<file path="src/rtl/uart_baud_gen_frac_if.sv">
// Control and tick bundle between a UART TX/RX core (master) and the
// fractional baud generator (slave).
interface uart_baud_gen_frac_if #(
  parameter int unsigned DIV_W  = 16,
  parameter int unsigned FRAC_W = 4,
  parameter int unsigned OS_W   = 4
);
  logic              en;
  logic              restart;
  logic              div_load;
  logic [DIV_W-1:0]  div_int;
  logic [FRAC_W-1:0] div_frac;
  logic              tick_os;
  logic              tick_bit;
  logic [OS_W-1:0]   os_phase;
  logic              cfg_pend;

  modport master (
    output en, restart, div_load, div_int, div_frac,
    input  tick_os, tick_bit, os_phase, cfg_pend
  );

  modport slave (
    input  en, restart, div_load, div_int, div_frac,
    output tick_os, tick_bit, os_phase, cfg_pend
  );
endinterface

</file>
<file path="src/rtl/uart_baud_gen_frac.sv">
// Fractional baud generator: divides clk by div_int + div_frac/2^FRAC_W,
// producing oversample and bit ticks with double-buffered divisor reload.
module uart_baud_gen_frac #(
  parameter int unsigned CLK_FREQ     = 10_000_000,
  parameter int unsigned DEFAULT_BAUD = 9600,
  parameter int unsigned OVERSAMPLE   = 16,
  parameter int unsigned DIV_W        = 16,
  parameter int unsigned FRAC_W       = 4
) (
  input  logic               clk,
  input  logic               rst_n,
  uart_baud_gen_frac_if.slave bus
);

  localparam int unsigned OS_W = (OVERSAMPLE > 1) ? $clog2(OVERSAMPLE) : 1;
  localparam longint unsigned DEF_Q =
    (64'(CLK_FREQ) << FRAC_W) / (64'(DEFAULT_BAUD) * 64'(OVERSAMPLE));
  localparam logic [DIV_W-1:0]  DEF_INT  = DIV_W'(DEF_Q >> FRAC_W);
  localparam logic [FRAC_W-1:0] DEF_FRAC = FRAC_W'(DEF_Q);
  localparam logic [DIV_W-1:0]  DEF_INT_EFF = (DEF_INT < DIV_W'(2)) ? DIV_W'(2) : DEF_INT;
  localparam logic [OS_W-1:0]   OS_LAST  = OS_W'(OVERSAMPLE - 1);

  logic [DIV_W-1:0]  cnt_q, cnt_d;
  logic [DIV_W-1:0]  last_q, last_d;
  logic [FRAC_W-1:0] acc_q, acc_d;
  logic [OS_W-1:0]   os_q, os_d;
  logic              tick_os_q, tick_os_d;
  logic              tick_bit_q, tick_bit_d;
  logic [DIV_W-1:0]  act_int_q, act_int_d;
  logic [FRAC_W-1:0] act_frac_q, act_frac_d;
  logic [DIV_W-1:0]  sh_int_q, sh_int_d;
  logic [FRAC_W-1:0] sh_frac_q, sh_frac_d;
  logic              pend_q, pend_d;
  logic              boundary_c;
  logic              copy_c;
  logic [FRAC_W:0]   sum_c;

  // Integer divisors below 2 would allow back-to-back ticks.
  function automatic logic [DIV_W-1:0] clamp_int(input logic [DIV_W-1:0] d);
    return (d < DIV_W'(2)) ? DIV_W'(2) : d;
  endfunction

  // acc holds the accumulator after the running period's addition and
  // last holds that period's length minus one, both fixed at period start.
  always_comb begin
    cnt_d      = cnt_q;
    last_d     = last_q;
    acc_d      = acc_q;
    os_d       = os_q;
    tick_os_d  = 1'b0;
    tick_bit_d = 1'b0;
    act_int_d  = act_int_q;
    act_frac_d = act_frac_q;
    sh_int_d   = sh_int_q;
    sh_frac_d  = sh_frac_q;
    pend_d     = pend_q;
    sum_c      = '0;

    boundary_c = bus.en && (cnt_q == last_q);
    copy_c     = pend_q && (bus.restart || !bus.en || boundary_c);

    if (bus.restart && bus.div_load) begin
      act_int_d  = bus.div_int;
      act_frac_d = bus.div_frac;
      pend_d     = 1'b0;
    end else begin
      if (copy_c) begin
        act_int_d  = sh_int_q;
        act_frac_d = sh_frac_q;
        pend_d     = 1'b0;
      end
      if (bus.div_load) begin
        sh_int_d  = bus.div_int;
        sh_frac_d = bus.div_frac;
        pend_d    = 1'b1;
      end
    end

    if (bus.restart) begin
      cnt_d  = '0;
      os_d   = '0;
      acc_d  = act_frac_d;
      last_d = clamp_int(act_int_d) - DIV_W'(1);
    end else if (bus.en) begin
      if (boundary_c) begin
        cnt_d      = '0;
        tick_os_d  = 1'b1;
        tick_bit_d = (os_q == OS_LAST);
        os_d       = (os_q == OS_LAST) ? '0 : os_q + OS_W'(1);
        sum_c      = {1'b0, acc_q} + {1'b0, act_frac_d};
        acc_d      = sum_c[FRAC_W-1:0];
        last_d     = clamp_int(act_int_d) + DIV_W'(sum_c[FRAC_W]) - DIV_W'(1);
      end else begin
        cnt_d = cnt_q + DIV_W'(1);
      end
    end
  end

  always_ff @(posedge clk or negedge rst_n) begin
    if (!rst_n) begin
      cnt_q      <= '0;
      last_q     <= DEF_INT_EFF - DIV_W'(1);
      acc_q      <= DEF_FRAC;
      os_q       <= '0;
      tick_os_q  <= 1'b0;
      tick_bit_q <= 1'b0;
      act_int_q  <= DEF_INT;
      act_frac_q <= DEF_FRAC;
      sh_int_q   <= DEF_INT;
      sh_frac_q  <= DEF_FRAC;
      pend_q     <= 1'b0;
    end else begin
      cnt_q      <= cnt_d;
      last_q     <= last_d;
      acc_q      <= acc_d;
      os_q       <= os_d;
      tick_os_q  <= tick_os_d;
      tick_bit_q <= tick_bit_d;
      act_int_q  <= act_int_d;
      act_frac_q <= act_frac_d;
      sh_int_q   <= sh_int_d;
      sh_frac_q  <= sh_frac_d;
      pend_q     <= pend_d;
    end
  end

  assign bus.tick_os  = tick_os_q;
  assign bus.tick_bit = tick_bit_q;
  assign bus.os_phase = os_q;
  assign bus.cfg_pend = pend_q;

endmodule

</file>
<file path="src/flat_wrapper.sv">
// flat-port wrapper written by rule: the top's interface ports become plain ports
module uart_baud_gen_frac_flat 
#(
  parameter int unsigned CLK_FREQ     = 10_000_000,
  parameter int unsigned DEFAULT_BAUD = 9600,
  parameter int unsigned OVERSAMPLE   = 16,
  parameter int unsigned DIV_W        = 16,
  parameter int unsigned FRAC_W       = 4
)
  (clk, rst_n, bus_en, bus_restart, bus_div_load, bus_div_int, bus_div_frac, bus_tick_os, bus_tick_bit, bus_os_phase, bus_cfg_pend);
  uart_baud_gen_frac_if #(.DIV_W(DIV_W), .FRAC_W(FRAC_W)) bus_i ();
  input  logic clk;
  input  logic rst_n;
  input wire logic [$bits(bus_i.en)-1:0] bus_en;
  input wire logic [$bits(bus_i.restart)-1:0] bus_restart;
  input wire logic [$bits(bus_i.div_load)-1:0] bus_div_load;
  input wire logic [$bits(bus_i.div_int)-1:0] bus_div_int;
  input wire logic [$bits(bus_i.div_frac)-1:0] bus_div_frac;
  output wire logic [$bits(bus_i.tick_os)-1:0] bus_tick_os;
  output wire logic [$bits(bus_i.tick_bit)-1:0] bus_tick_bit;
  output wire logic [$bits(bus_i.os_phase)-1:0] bus_os_phase;
  output wire logic [$bits(bus_i.cfg_pend)-1:0] bus_cfg_pend;
  assign bus_i.en = bus_en;
  assign bus_i.restart = bus_restart;
  assign bus_i.div_load = bus_div_load;
  assign bus_i.div_int = bus_div_int;
  assign bus_i.div_frac = bus_div_frac;
  assign bus_tick_os = bus_i.tick_os;
  assign bus_tick_bit = bus_i.tick_bit;
  assign bus_os_phase = bus_i.os_phase;
  assign bus_cfg_pend = bus_i.cfg_pend;
  uart_baud_gen_frac #(.CLK_FREQ(CLK_FREQ), .DEFAULT_BAUD(DEFAULT_BAUD), .OVERSAMPLE(OVERSAMPLE), .DIV_W(DIV_W), .FRAC_W(FRAC_W)) u_core (.clk(clk), .rst_n(rst_n), .bus(bus_i));
endmodule
</file>
<file path="config.mk">
export PLATFORM = sky130hd
export DESIGN_NAME = uart_baud_gen_frac_flat
export DESIGN_NICKNAME = d
export VERILOG_FILES = /design/src/rtl/uart_baud_gen_frac_if.sv /design/src/rtl/uart_baud_gen_frac.sv /design/src/flat_wrapper.sv
export SDC_FILE = /design/constraint.sdc
export NUM_CORES = 1
export LEC_CHECK = 0
export BUFFER_PORTS_ARGS = -buffer_cell sky130_fd_sc_hd__buf_4
export CORE_MARGIN = 8
export CORE_UTILIZATION = 60
export CTS_CLUSTER_DIAMETER = 60
export DETAILED_ROUTE_END_ITERATION = 8
export PLACE_DENSITY = 0.81
export SETUP_SLACK_MARGIN = 0.3
export SLEW_MARGIN = 30
export SYNTH_ARGS = -nofsm -noshare
export SYNTH_HDL_FRONTEND = slang
export SYNTH_SLANG_ARGS = --single-unit
</file>
<file path="constraint.sdc">
create_clock -name clk -period 6.13 [get_ports clk]
set_input_delay 0.3065 -clock clk [delete_from_list [all_inputs] [get_ports clk]]
set_output_delay 0.3065 -clock clk [all_outputs]
set_load 0.02 [all_outputs]
</file>
==> results of run 1 <==
==> cells in the mapped netlist, drive strengths merged (7+ instances only) <==
cell	instances
a21oi	25
a31oi	13
and3	11
clkbuf	23
dfrtp	75
dfstp	8
ha	9
inv	7
mux2	21
mux2i	8
nand2	56
nand3	10
nor2	44
nor3	7
o2111ai	7
o211ai	11
o21ai	34
or3	7
xnor2	22
==> power by group <==
group / internal [uW] / leakage (uW) / total [uW] / switching [uW]
logic: 132 / 0.00104 / 296 / 164
clock network: 147 / 0.0000822 / 344 / 197
registers: 623 / 0.00102 / 668 / 45.0
==> critical path: cells and delay by family, from the launching register on <==
kind,cells,cell delay [ns]
simple gates,7,2.60
compound gates,6,1.87
flops,1,0.44
xor+xnor,1,0.19
fa+ha+maj,1,0.18
==> metrics by stage <==
stage                     power (uW)  setup slack [ns]  instance area [um^2]
after CTS                       1310             0.476                  4980
after global placement           956             0.705                  4810
after detailed placement         969             0.502                  4810
final                           1310             0.753                  5010
after floorplan                  874              1.34                  4480
after global routing            1380             0.375                  5010
==> area by class of cell <==
cell class              instances  area [um^2]
inverters                       7         26.3
flip-flops and latches         83         2090
clock buffers                  10          128
multi-input cells             353         2290
fillers                       564         2250
clock inverters                 6         42.5
well taps                      99          124
repair buffers                 41          312
==> per-layer routing <==
metal,vias to the layer above,GRT usage
li1,1738,-
met1,1735,0.281
met2,94,0.337
met3,13,0.0334
met4,0,0.0756
met5,-,0
==> worst paths after layout <==
path	from	end	cells after the start
worst max-delay path	u_core.cnt_q[11]$_DFFE_PN0P_	u_core.last_q[11]$_DFFE_PN0P_	15
worst min-delay path	rst_n	u_core.cnt_q[2]$_DFFE_PN0P_	1
worst max register to register	u_core.cnt_q[11]$_DFFE_PN0P_	u_core.last_q[11]$_DFFE_PN0P_	15
worst min register to register	u_core.last_q[6]$_DFFE_PN1P_	u_core.last_q[6]$_DFFE_PN1P_	2
max in group asynchronous	rst_n	u_core.sh_int_q[3]$_DFFE_PN0P_	1
min in group clk	bus_div_int[11]	u_core.sh_int_q[11]$_DFFE_PN0P_	2
==> registers in the layout (all words and copies together) (netlist names) <==
signal,cells
u_core.act_int_q,16
u_core.cnt_q,16
u_core.last_q,16
u_core.sh_int_q,16
u_core.acc_q,4
u_core.act_frac_q,4
u_core.bus.os_phase,4
u_core.sh_frac_q,4
u_core.bus.cfg_pend,1
u_core.bus.tick_bit,1
u_core.bus.tick_os,1
==> timing repair <==
action / 4_1_cts / 5_1_grt
buffers inserted: 0 / 2
endpoints found under the setup margin: 0 / 4
resized for setup: 0 / 1
==> cell families (layout without fill, tap and decap cells) <==
logic type / after synthesis / count (layout) / synth area share
buffers and inverters: 32 / 64 / 0.0271
multiplexers: 29 / 29 / 0.0706
AO/OA/AOI/OAI: 112 / 112 / 0.164
flip-flops: 83 / 83 / 0.465
adder cells (fa/ha/maj): 10 / 10 / 0.0296
AND/OR/NAND/NOR: 176 / 176 / 0.193
XOR/XNOR: 26 / 26 / 0.0508
==> summary.txt, run 1 <==
Setup path
  • Nature of the critical path startpoint: register
  • CP peak stage delay: 0.57 ns
  • Critical path type: reg -> reg
  • CP Capture Type: register
  • CP most frequent cell: or4_4
  • R2r setup slk: between 0.7 and 0.8 ns
  • Worst EP required: 6.40 ns
  • Crit Path Max Fanout: 14
  • Worst path slowest cell: o41ai_4
  • Critical-path cell list: xnor2_1 -> nand4_1 -> o41ai_4 -> o21a_2 -> o211ai_2 -> or3_1 -> or4_4 -> or4_4 -> nand2_1 -> ha_1 -> a21oi_1 -> a211oi_1 -> nand3_1 -> or4_1 -> a31oi_1
  • WP data arrival: 5.65 ns

Detailed routing
  • Routed len/inst: 17.1 um
  • Routed Antenna Nets: 0
  • WL met2: 4940 um
  • Vias: 3580
  • Drt drc: 0
  • DR top layer: met4
  • Drt via density: 5.98
  • Met3 routed WL: just over 400 um
  • Initial DRC count: 252
  • First drt pass iteration count: 4
  • M1 WL: 4750 um
  • Detailed Route WL: 10200 um

Final layout
  • Layout Nets: 530
  • # diodes: 0
  • Non-filler cells in the finished layout: between 500 and 600
  • Area growth syn-to-layout: 11.6%
  • Final Core Density: 0.690
  • Most common cell after layout, fill and taps aside: dfrtp_1
  • Layout cell share with drive strength beyond 1: 0.194
  • Most frequent cells in the layout: dfrtp_1, nand2_1, nor2_1

Logic synthesis
  • Ys async rst share: 1.00
  • Yosys top cell by area: dfrtp_1
  • Yosys reg bits: 83
  • Avg Cell Area, Syn: 9.58 um^2
  • Syn_nets: 503
  • Count of different cell masters after synthesis: 53
  • Ys flop type: dfrtp_1
  • Cell Area, Synth: between 0.004 and 0.005 mm^2
  • Register area share after synthesis: 0.465
  • Syn. warnings: 0
  • Post-synth top area share: 0.419
  • Mapped Cells: 468
  • Top post-synthesis cells by area: dfrtp_1, mux2_2, dfstp_2, nand2_1, xnor2_1
  • Post-synth EDFFs: 0

Run
  • Max-cap viol count: 0

Clocking
  • Clock-pin slew on the worst setup and hold paths: 0.09 ns
  • H-tree lvl count: 3
  • CTS root buf: clkbuf_8
  • Num CTS Buffers: 9
  • Num Clock Sinks: 83
  • # hold bufs at CTS: 0
  • Clock latency on the worst-skew pair: 0.35 ns
  • Longest Clk Path Bufs: 2
  • CTS tree: built

Hold path
  • Worst Hold Class: in -> async

Timing
  • Peak Freq: 186 MHz
  • Slew @ Worst Pin: 0.760 ns
  • Shortest period the worst path allows: ~5.4 ns
  • Slew Limit Fails: 0
  • Fin. Hold Viols: 13
  • Relative slew slack: 0.493
  • Hold slack: -0.0311 ns
  • Setup_tns: 0 ns
  • Final setup viols: 0
  • Crit share post-route: 0.877
  • RSZ-0062 raised after global routing: no
  • Clock skew: about 0.013 ns

Floorplanning
  • Die extent in x: 102 um
  • FP Rows: 31
  • Die Area: 0.0105 mm^2
  • Starting Density: 0.618
  • Die Y: between 100 and 150 um
  • Top Ports: 32
  • Core box area: approximately 0.0073 mm^2

Outcome
  • Violated checks: hold timing
  • Status: finished, violations left

GRT
  • Initial antenna violation count: 0
  • Vias in the first global route: 3472
  • Largest net degree at the start of global routing: 84
  • Gr usage total: 0.210
  • Grt total ovfl: 0
  • Global-route wire length before repair: approximately 17000 um

Placed design
  • Input/output buffers: 31
  • Placed Cells incl. Taps: 581
  • RD Place Congestion: 0.839
  • Post-DP HPWL: approximately 7200 um

Power and ir drop
  • Maximum vdd drop: 0.000175 V
  • Leak: 0.00214 uW
  • Power Dens Cells: 261 mW/mm^2
Power figures use the tool's default switching activity.
==> run 2, diff against run 1 <==
--- a/config.mk
+++ b/config.mk
@@ -6,11 +6,13 @@
 export NUM_CORES = 1
 export LEC_CHECK = 0
 export BUFFER_PORTS_ARGS = -buffer_cell sky130_fd_sc_hd__buf_4
+export CAP_MARGIN = 10
 export CORE_MARGIN = 8
-export CORE_UTILIZATION = 60
+export CORE_UTILIZATION = 25
+export CTS_BUF_LIST = sky130_fd_sc_hd__clkbuf_16
 export CTS_CLUSTER_DIAMETER = 60
 export DETAILED_ROUTE_END_ITERATION = 8
-export PLACE_DENSITY = 0.81
+export PLACE_DENSITY = 0.42
 export SETUP_SLACK_MARGIN = 0.3
 export SLEW_MARGIN = 30
 export SYNTH_ARGS = -nofsm -noshare
==> summary.txt, run 2 (same netlist as run 1, synthesis figures left out) <==
Final layout
  • Multi-input gate area: 0.00228 mm^2 (was 0.00229 mm^2)
  • # diodes: 0 (unchanged)
  • Most common cell after layout, fill and taps aside: dfrtp_1 (unchanged)
  • Layout Nets: 537 (was 530)
  • Area growth syn-to-layout: 18.2% (was 11.6%)
  • FF+latch area: 0.00209 mm^2 (unchanged)
  • Layout cell share with drive strength beyond 1: 0.191 (was 0.194)
  • Most frequent cells in the layout: dfrtp_1, nand2_1, buf_4 (was dfrtp_1, nand2_1, nor2_1)
  • Fill count: 1902 (was 564)

Setup path
  • Reg2Reg Depth: 18 (was 15)
  • RR Endpoint: u_core.last_q[12]$_DFFE_PN0P_ (was u_core.last_q[11]$_DFFE_PN0P_)
  • Worst EP required: 6.35 ns (was 6.40 ns)
  • CP peak stage delay: 0.78 ns (was 0.57 ns)
  • CP Depth: 18 (was 15)
  • Crit Path Max Fanout: 11 (was 14)
  • WP data arrival: 5.62 ns (was 5.65 ns)
  • Nature of the critical path startpoint: register (unchanged)
  • Critical Path Sink: u_core.last_q[12]$_DFFE_PN0P_ (was u_core.last_q[11]$_DFFE_PN0P_)
  • CP Capture Type: register (unchanged)
  • Worst path slowest cell: o41ai_4 (unchanged)
  • R2r setup slk: 0.73 ns (was 0.75 ns)
  • Crit path buf inv count: 2 (was 0)
  • Critical path type: reg -> reg (unchanged)
  • Setup crit start: u_core.cnt_q[0]$_DFFE_PN0P_ (was u_core.cnt_q[11]$_DFFE_PN0P_)
  • CP delay by family, top: compound AO/OA/AOI/OAI gates (was simple AND/OR/NAND/NOR gates)
  • Critical-path cell list: xnor2_1 -> nand4_1 -> o41ai_4 -> o21ai_2 -> mux2_2 -> a21oi_1 -> inv_1 -> or3_1 -> or4_4 -> nand2_1 -> ha_1 -> ha_1 -> mux2i_1 -> a2111o_1 -> nor3_1 -> buf_4 -> mux2i_1 -> nand3_1 (was xnor2_1 -> nand4_1 -> o41ai_4 -> o21a_2 -> o211ai_2 -> or3_1 -> or4_4 -> or4_4 -> nand2_1 -> ha_1 -> a21oi_1 -> a211oi_1 -> nand3_1 -> or4_1 -> a31oi_1)
  • Crit Reg-Reg Startpoint: u_core.cnt_q[0]$_DFFE_PN0P_ (was u_core.cnt_q[11]$_DFFE_PN0P_)

Timing
  • Hold slack: 0.207 ns (was -0.0311 ns)
  • Setup_tns: 0 ns (unchanged)
  • Shortest period the worst path allows: 5.40 ns (was 5.38 ns)
  • Peak Freq: 185 MHz (was 186 MHz)
  • RSZ-0062 raised after global routing: no (unchanged)
  • Slew Limit Fails: 0 (unchanged)
  • Slew @ Worst Pin: 0.770 ns (was 0.760 ns)
  • Final setup viols: 0 (unchanged)
  • Clock skew: 0.0106 ns (was 0.0126 ns)
  • Relative slew slack: 0.485 (was 0.493)
  • Fin. Hold Viols: 0 (was 13)
  • Crit share post-route: 0.882 (was 0.877)

GRT
  • Initial antenna violation count: 0 (unchanged)
  • Largest net degree at the start of global routing: 46 (was 84)
  • Gr usage total: 0.115 (was 0.210)
  • Grt total ovfl: 0 (unchanged)
  • Global-route wire length before repair: 20200 um (was 17300 um)
  • Vias in the first global route: 3552 (was 3472)

Placed design
  • RD Place Congestion: 0.814 (was 0.839)
  • Input/output buffers: 31 (unchanged)
  • Post-DP HPWL: 8950 um (was 7240 um)

Power and ir drop
  • Power Dens Cells: 276 mW/mm^2 (was 261 mW/mm^2)
  • Maximum vdd drop: 0.000130 V (was 0.000175 V)
  • Leak: 0.00222 uW (was 0.00214 uW)

Clocking
  • Longest Clk Path Bufs: 2 (unchanged)
  • Clock-pin slew on the worst setup and hold paths: 0.07 ns (was 0.09 ns)
  • Clock latency on the worst-skew pair: 0.34 ns (was 0.35 ns)
  • CTS root buf: clkbuf_16 (was clkbuf_8)
  • CTS tree: built (unchanged)
  • H-tree lvl count: 3 (unchanged)
  • Num CTS Buffers: 9 (unchanged)
  • Num Clock Sinks: 83 (unchanged)

Outcome
  • Status: finished clean (was finished, violations left)

Floorplanning
  • Top Ports: 32 (unchanged)
  • Die Y: 150 um (was 102 um)
  • Die Area: 0.0225 mm^2 (was 0.0105 mm^2)
  • FP Rows: 49 (was 31)
  • Core box area: 0.0178 mm^2 (was 0.00725 mm^2)
  • Die extent in x: 150 um (was 102 um)
  • Starting Density: 0.252 (was 0.618)

Detailed routing
  • Detailed Route WL: 12400 um (was 10200 um)
  • Routed len/inst: 16.8 um (was 17.1 um)
  • Vias: 3623 (was 3580)
  • First drt pass iteration count: 4 (unchanged)
  • Drt drc: 0 (unchanged)
  • Drt via density: 4.92 (was 5.98)
  • Routed Antenna Nets: 0 (unchanged)
  • Initial DRC count: 199 (was 252)

Run
  • Max-cap viol count: 0 (unchanged)

Hold path
  • Worst Hold Class: in -> reg (was in -> async)
==> run 2: cell count changes in the layout (fill, tap and decap cells not counted), moves of 2 or more <==
cell	before	now
clkinv_2	2	0
buf_4	40	47
inv_1	7	10
clkinv_1	0	3
clkbuf_16	0	9
clkinv_4	2	0
clkbuf_8	9	0
==> run 2: metal layers <==
metal | global-route usage | wire length [um]
met1 | 0.159 | 6320
met4 | 0.0530 | 226
met5 | 0 | 0
met2 | 0.174 | 5510
met3 | 0.0166 | 296
==> run 2: area by class of cell <==
| type | count | share of cell area |
|---|---|---|
| Clock inverter | 7 | 0.00566 |
| Inverter | 7 | 0.00496 |
| Multi-Input combinational cell | 353 | 0.431 |
| Timing Repair Buffer | 48 | 0.0684 |
| Sequential cell | 83 | 0.394 |
| Tap cell | 229 | 0.0540 |
| Clock buffer | 9 | 0.0425 |
==> run 2: repair_timing <==
action	in CTS	in global routing
setup buffers	0	0
gates resized for setup	0	0
endpoints found under the hold margin	31	0
hold buffers	1	0
endpoints found under the setup margin	0	0
==> run 2: how the worst min path moves through the flow <==
stage,startpoint,to,slack (ns),depth (start not counted)
2_1_floorplan,rst_n,u_core.acc_q[1]$_DFFE_PN0P_,0.01,0
3_3_place_gp,rst_n,u_core.bus.tick_os$_DFF_PN0_,0.33,1
3_5_place_dp,rst_n,u_core.bus.tick_os$_DFF_PN0_,0.34,1
4_1_cts,bus_div_int[4],u_core.sh_int_q[4]$_DFFE_PN0P_,0.20,2
5_1_grt,bus_div_int[2],u_core.sh_int_q[2]$_DFFE_PN0P_,0.20,2
6_report,bus_div_int[7],u_core.sh_int_q[7]$_DFFE_PN0P_,0.21,2
==> run 2: where the power goes <==
| group | leakage, uW | internal [uW] | switching, uW |
|---|---|---|---|
| registers | 0.00102 | 624 | 45.7 |
| clock network | 0.000132 | 266 | 220 |
| logic | 0.00107 | 135 | 170 |
| total | 0.00222 | 1030 | 436 |
==> run 2: stage by stage <==
step / std cells / power (uW) / util / instance area [um^2] / setup slack, ns
after floorplan: 468 / 874 / - / 4480 / 1.34
after global placement: 719 / 982 / 0.283 / 5030 / 0.772
after detailed placement: 719 / 986 / 0.283 / 5040 / 0.759
after CTS: 736 / 1480 / 0.298 / 5300 / 0.708
after global routing: 736 / 1550 / 0.298 / 5300 / 0.360
final: 736 / 1460 / 0.298 / 5300 / 0.726
==> run 2: worst register-to-register path: stages (launching register included) <==
cell,delay [ns]
dfrtp_1,0.44
xnor2_1,0.23
nand4_1,0.21
o41ai_4,0.78
o21ai_2,0.30
mux2_2,0.36
a21oi_1,0.33
inv_1,0.11
or3_1,0.37
or4_4,0.44
nand2_1,0.11
ha_1,0.17
ha_1,0.18
mux2i_1,0.11
a2111o_1,0.52
nor3_1,0.18
buf_4,0.16
mux2i_1,0.19
nand3_1,0.08
==> run 3, diff against run 2 <==
--- a/config.mk
+++ b/config.mk
@@ -5,6 +5,7 @@
 export SDC_FILE = /design/constraint.sdc
 export NUM_CORES = 1
 export LEC_CHECK = 0
+export ABC_AREA = 1
 export BUFFER_PORTS_ARGS = -buffer_cell sky130_fd_sc_hd__buf_4
 export CAP_MARGIN = 10
 export CORE_MARGIN = 8
==> summary.txt, run 3 <==
Outcome
  • Status: finished clean (unchanged)

Detailed routing
  • Routed len/inst: 13.9 um (was 16.8 um)
  • Initial DRC count: 170 (was 199)
  • Drt via density: 4.41 (was 4.92)
  • Detailed Route WL: 12500 um (was 12400 um)
  • Routed Antenna Nets: 0 (unchanged)
  • Drt drc: 0 (unchanged)
  • First drt pass iteration count: 4 (unchanged)
  • Vias: 3980 (was 3623)

GRT
  • Grt total ovfl: 0 (unchanged)
  • Largest net degree at the start of global routing: 47 (was 46)
  • Vias in the first global route: 4130 (was 3552)
  • Gr usage total: 0.110 (was 0.115)
  • Global-route wire length before repair: 21200 um (was 20200 um)
  • Initial antenna violation count: 0 (unchanged)

Power and ir drop
  • Total power: 1490 uW (was 1460 uW)
  • Maximum vdd drop: 0.000133 V (was 0.000130 V)
  • Power Dens Cells: 269 mW/mm^2 (was 276 mW/mm^2)
  • Leak: 0.00265 uW (was 0.00222 uW)

Clocking
  • Clock latency on the worst-skew pair: 0.35 ns (was 0.34 ns)
  • Longest Clk Path Bufs: 2 (unchanged)
  • Setup bufs post-CTS: 0 (unchanged)
  • Num CTS Buffers: 9 (unchanged)
  • Clock-pin slew on the worst setup and hold paths: 0.06 ns (was 0.07 ns)
  • CTS tree: built (unchanged)
  • Num Clock Sinks: 83 (unchanged)
  • H-tree lvl count: 3 (unchanged)
  • CTS root buf: clkbuf_16 (unchanged)

Final layout
  • Layout cell share with drive strength beyond 1: 0.207 (was 0.191)
  • Most frequent cells in the layout: nand2_1, dfrtp_1, inv_1 (was dfrtp_1, nand2_1, buf_4)
  • FF+latch area: 0.00209 mm^2 (unchanged)
  • Most common cell after layout, fill and taps aside: nand2_1 (was dfrtp_1)
  • # diodes: 0 (unchanged)
  • Layout Nets: 667 (was 537)
  • Area growth syn-to-layout: 15.1% (was 18.2%)
  • Multi-input gate area: 0.00228 mm^2 (about the same)
  • Fill count: 2087 (was 1902)

Timing
  • Fin. Hold Viols: 0 (unchanged)
  • Slew Limit Fails: 0 (unchanged)
  • Peak Freq: 226 MHz (was 185 MHz)
  • Crit share post-route: 0.721 (was 0.882)
  • Final WS setup: 1.71 ns (was 0.726 ns)
  • Shortest period the worst path allows: 4.42 ns (was 5.40 ns)
  • Clock skew: 0.00732 ns (was 0.0106 ns)
  • Final setup viols: 0 (unchanged)
  • Slew @ Worst Pin: 0.890 ns (was 0.770 ns)
  • RSZ-0062 raised after global routing: no (unchanged)
  • Hold slack: 0.198 ns (was 0.207 ns)
  • Relative slew slack: 0.406 (was 0.485)
  • Setup_tns: 0 ns (unchanged)

Setup path
  • CP most frequent cell: nand2_1
  • WP data arrival: 4.63 ns (was 5.62 ns)
  • CP peak stage delay: 0.56 ns (was 0.78 ns)
  • Crit path buf inv count: 6 (was 2)
  • Crit Path Max Fanout: 20 (was 11)
  • CP Capture Type: register (unchanged)
  • CP delay by family, top: simple AND/OR/NAND/NOR gates (was compound AO/OA/AOI/OAI gates)
  • Worst EP required: 6.34 ns (was 6.35 ns)
  • Critical path type: reg -> reg (unchanged)
  • Nature of the critical path startpoint: register (unchanged)
  • Worst path slowest cell: dfstp_2 (was o41ai_4)

Logic synthesis
  • Top post-synthesis cells by area: dfrtp_1, nand2_1, inv_1, nand3_1, dfstp_2 (was dfrtp_1, mux2_2, dfstp_2, nand2_1, xnor2_1)
  • Post-synth top area share: 0.389 (was 0.419)
  • Register area share after synthesis: 0.433 (was 0.465)
  • Post-synth EDFFs: 0 (unchanged)
  • Count of different cell masters after synthesis: 44 (was 53)
  • Mapped Cells: 605 (was 468)
  • Syn_nets: 640 (was 503)
  • Avg Cell Area, Syn: 7.97 um^2 (was 9.58 um^2)
  • Top post-synthesis cells by count: nand2_1, dfrtp_1, inv_1 (was dfrtp_1, nand2_1, nor2_1)
  • Yosys top cell by area: dfrtp_1 (unchanged)
  • Yosys reg bits: 83 (unchanged)
  • Cell Area, Synth: 0.00482 mm^2 (was 0.00448 mm^2)
  • Top-count cell post-synth: nand2_1 (was dfrtp_1)
  • Ys async rst share: 1.00 (unchanged)
  • Syn. warnings: 0 (unchanged)
  • Ys flop type: dfrtp_1 (unchanged)

Placed design
  • Place WS: 1.51 ns (was 0.759 ns)
  • Input/output buffers: 31 (unchanged)
  • Post-DP HPWL: 9310 um (was 8950 um)
  • RD Place Congestion: 0.802 (was 0.814)

Hold path
  • Worst Hold Class: in -> reg (unchanged)

Floorplanning
  • Core box area: 0.0192 mm^2 (was 0.0178 mm^2)
  • FP Rows: 51 (was 49)
  • Starting Density: 0.251 (was 0.252)
  • Die extent in x: 155 um (was 150 um)
  • Die Area: 0.0240 mm^2 (was 0.0225 mm^2)
  • Top Ports: 32 (unchanged)
  • Die Y: 155 um (was 150 um)

Run
  • Max-cap viol count: 0 (unchanged)
run 3: kinds of logic after synthesis:
kind of cell	Yosys count	share of synthesized area
compound gates	75	0.0916
xor+xnor	15	0.0272
fa+ha+maj	10	0.0275
buf+inv	108	0.0949
flops	83	0.433
mux	8	0.0187
simple gates	306	0.307
run 3: power by group:
part	switching [uW]	internal, uW	leakage [uW]	total, uW
clock	221	267	0.000136	488
combinational	222	124	0.00150	347
sequential	38.6	620	0.00102	659
total	482	1010	0.00265	1490
run 3: stage by stage:
step,instance area (um^2),utilization,std cells
2_1_floorplan,4820,-,605
3_3_place_gp,5290,0.275,885
3_5_place_dp,5290,0.275,885
4_1_cts,5550,0.289,902
5_1_grt,5550,0.289,902
6_report,5550,0.289,902
run 3: worst paths after layout:
path                                                   endpoint  slack, ns                            from  cells after the start
worst max register to register    u_core.last_q[12]$_DFFE_PN0P_       1.71    u_core.last_q[6]$_DFFE_PN1P_                     31
max in group asynchronous          u_core.cnt_q[14]$_DFFE_PN0P_       4.67                           rst_n                      3
worst max-delay path              u_core.last_q[12]$_DFFE_PN0P_       1.71    u_core.last_q[6]$_DFFE_PN1P_                     31
worst min register to register   u_core.sh_int_q[6]$_DFFE_PN1P_       0.49  u_core.sh_int_q[6]$_DFFE_PN1P_                      2
min in group asynchronous       u_core.sh_frac_q[3]$_DFFE_PN0P_       0.47                           rst_n                      2
worst min-delay path             u_core.sh_int_q[4]$_DFFE_PN0P_       0.20                  bus_div_int[4]                      2
run 3: cell type report:
| type | instances | share of cell area |
|---|---|---|
| multi-input combinational | 414 | 0.411 |
| sequential | 83 | 0.376 |
| inverter | 90 | 0.0613 |
| tap | 265 | 0.0597 |
| timing repair buffer | 34 | 0.0464 |
| clock buffer | 9 | 0.0406 |
| clock inverter | 7 | 0.00541 |
run 3: per-layer routing:
layer,vias up,track usage,routed length [um]
met3,16,0.0164,298
met4,0,0.0471,236
met2,60,0.184,6050
li1,1998,-,-
met1,1906,0.140,5940
met5,-,0,0
run 3: worst reg2reg max path, delay by kind of cell, from the launching register on:
family / cells / cell delay (ns)
AO/OA/AOI/OAI: 5 / 0.69
XOR/XNOR: 1 / 0.18
adder cells (fa/ha/maj): 4 / 0.99
buffers and inverters: 6 / 0.42
flip-flops: 1 / 0.56
AND/OR/NAND/NOR: 15 / 1.45
run 3: what timing repair did:
action,4_1_cts,5_1_grt
resized for setup,0,0
endpoints found under the hold margin,33,0
hold buffers,1,0
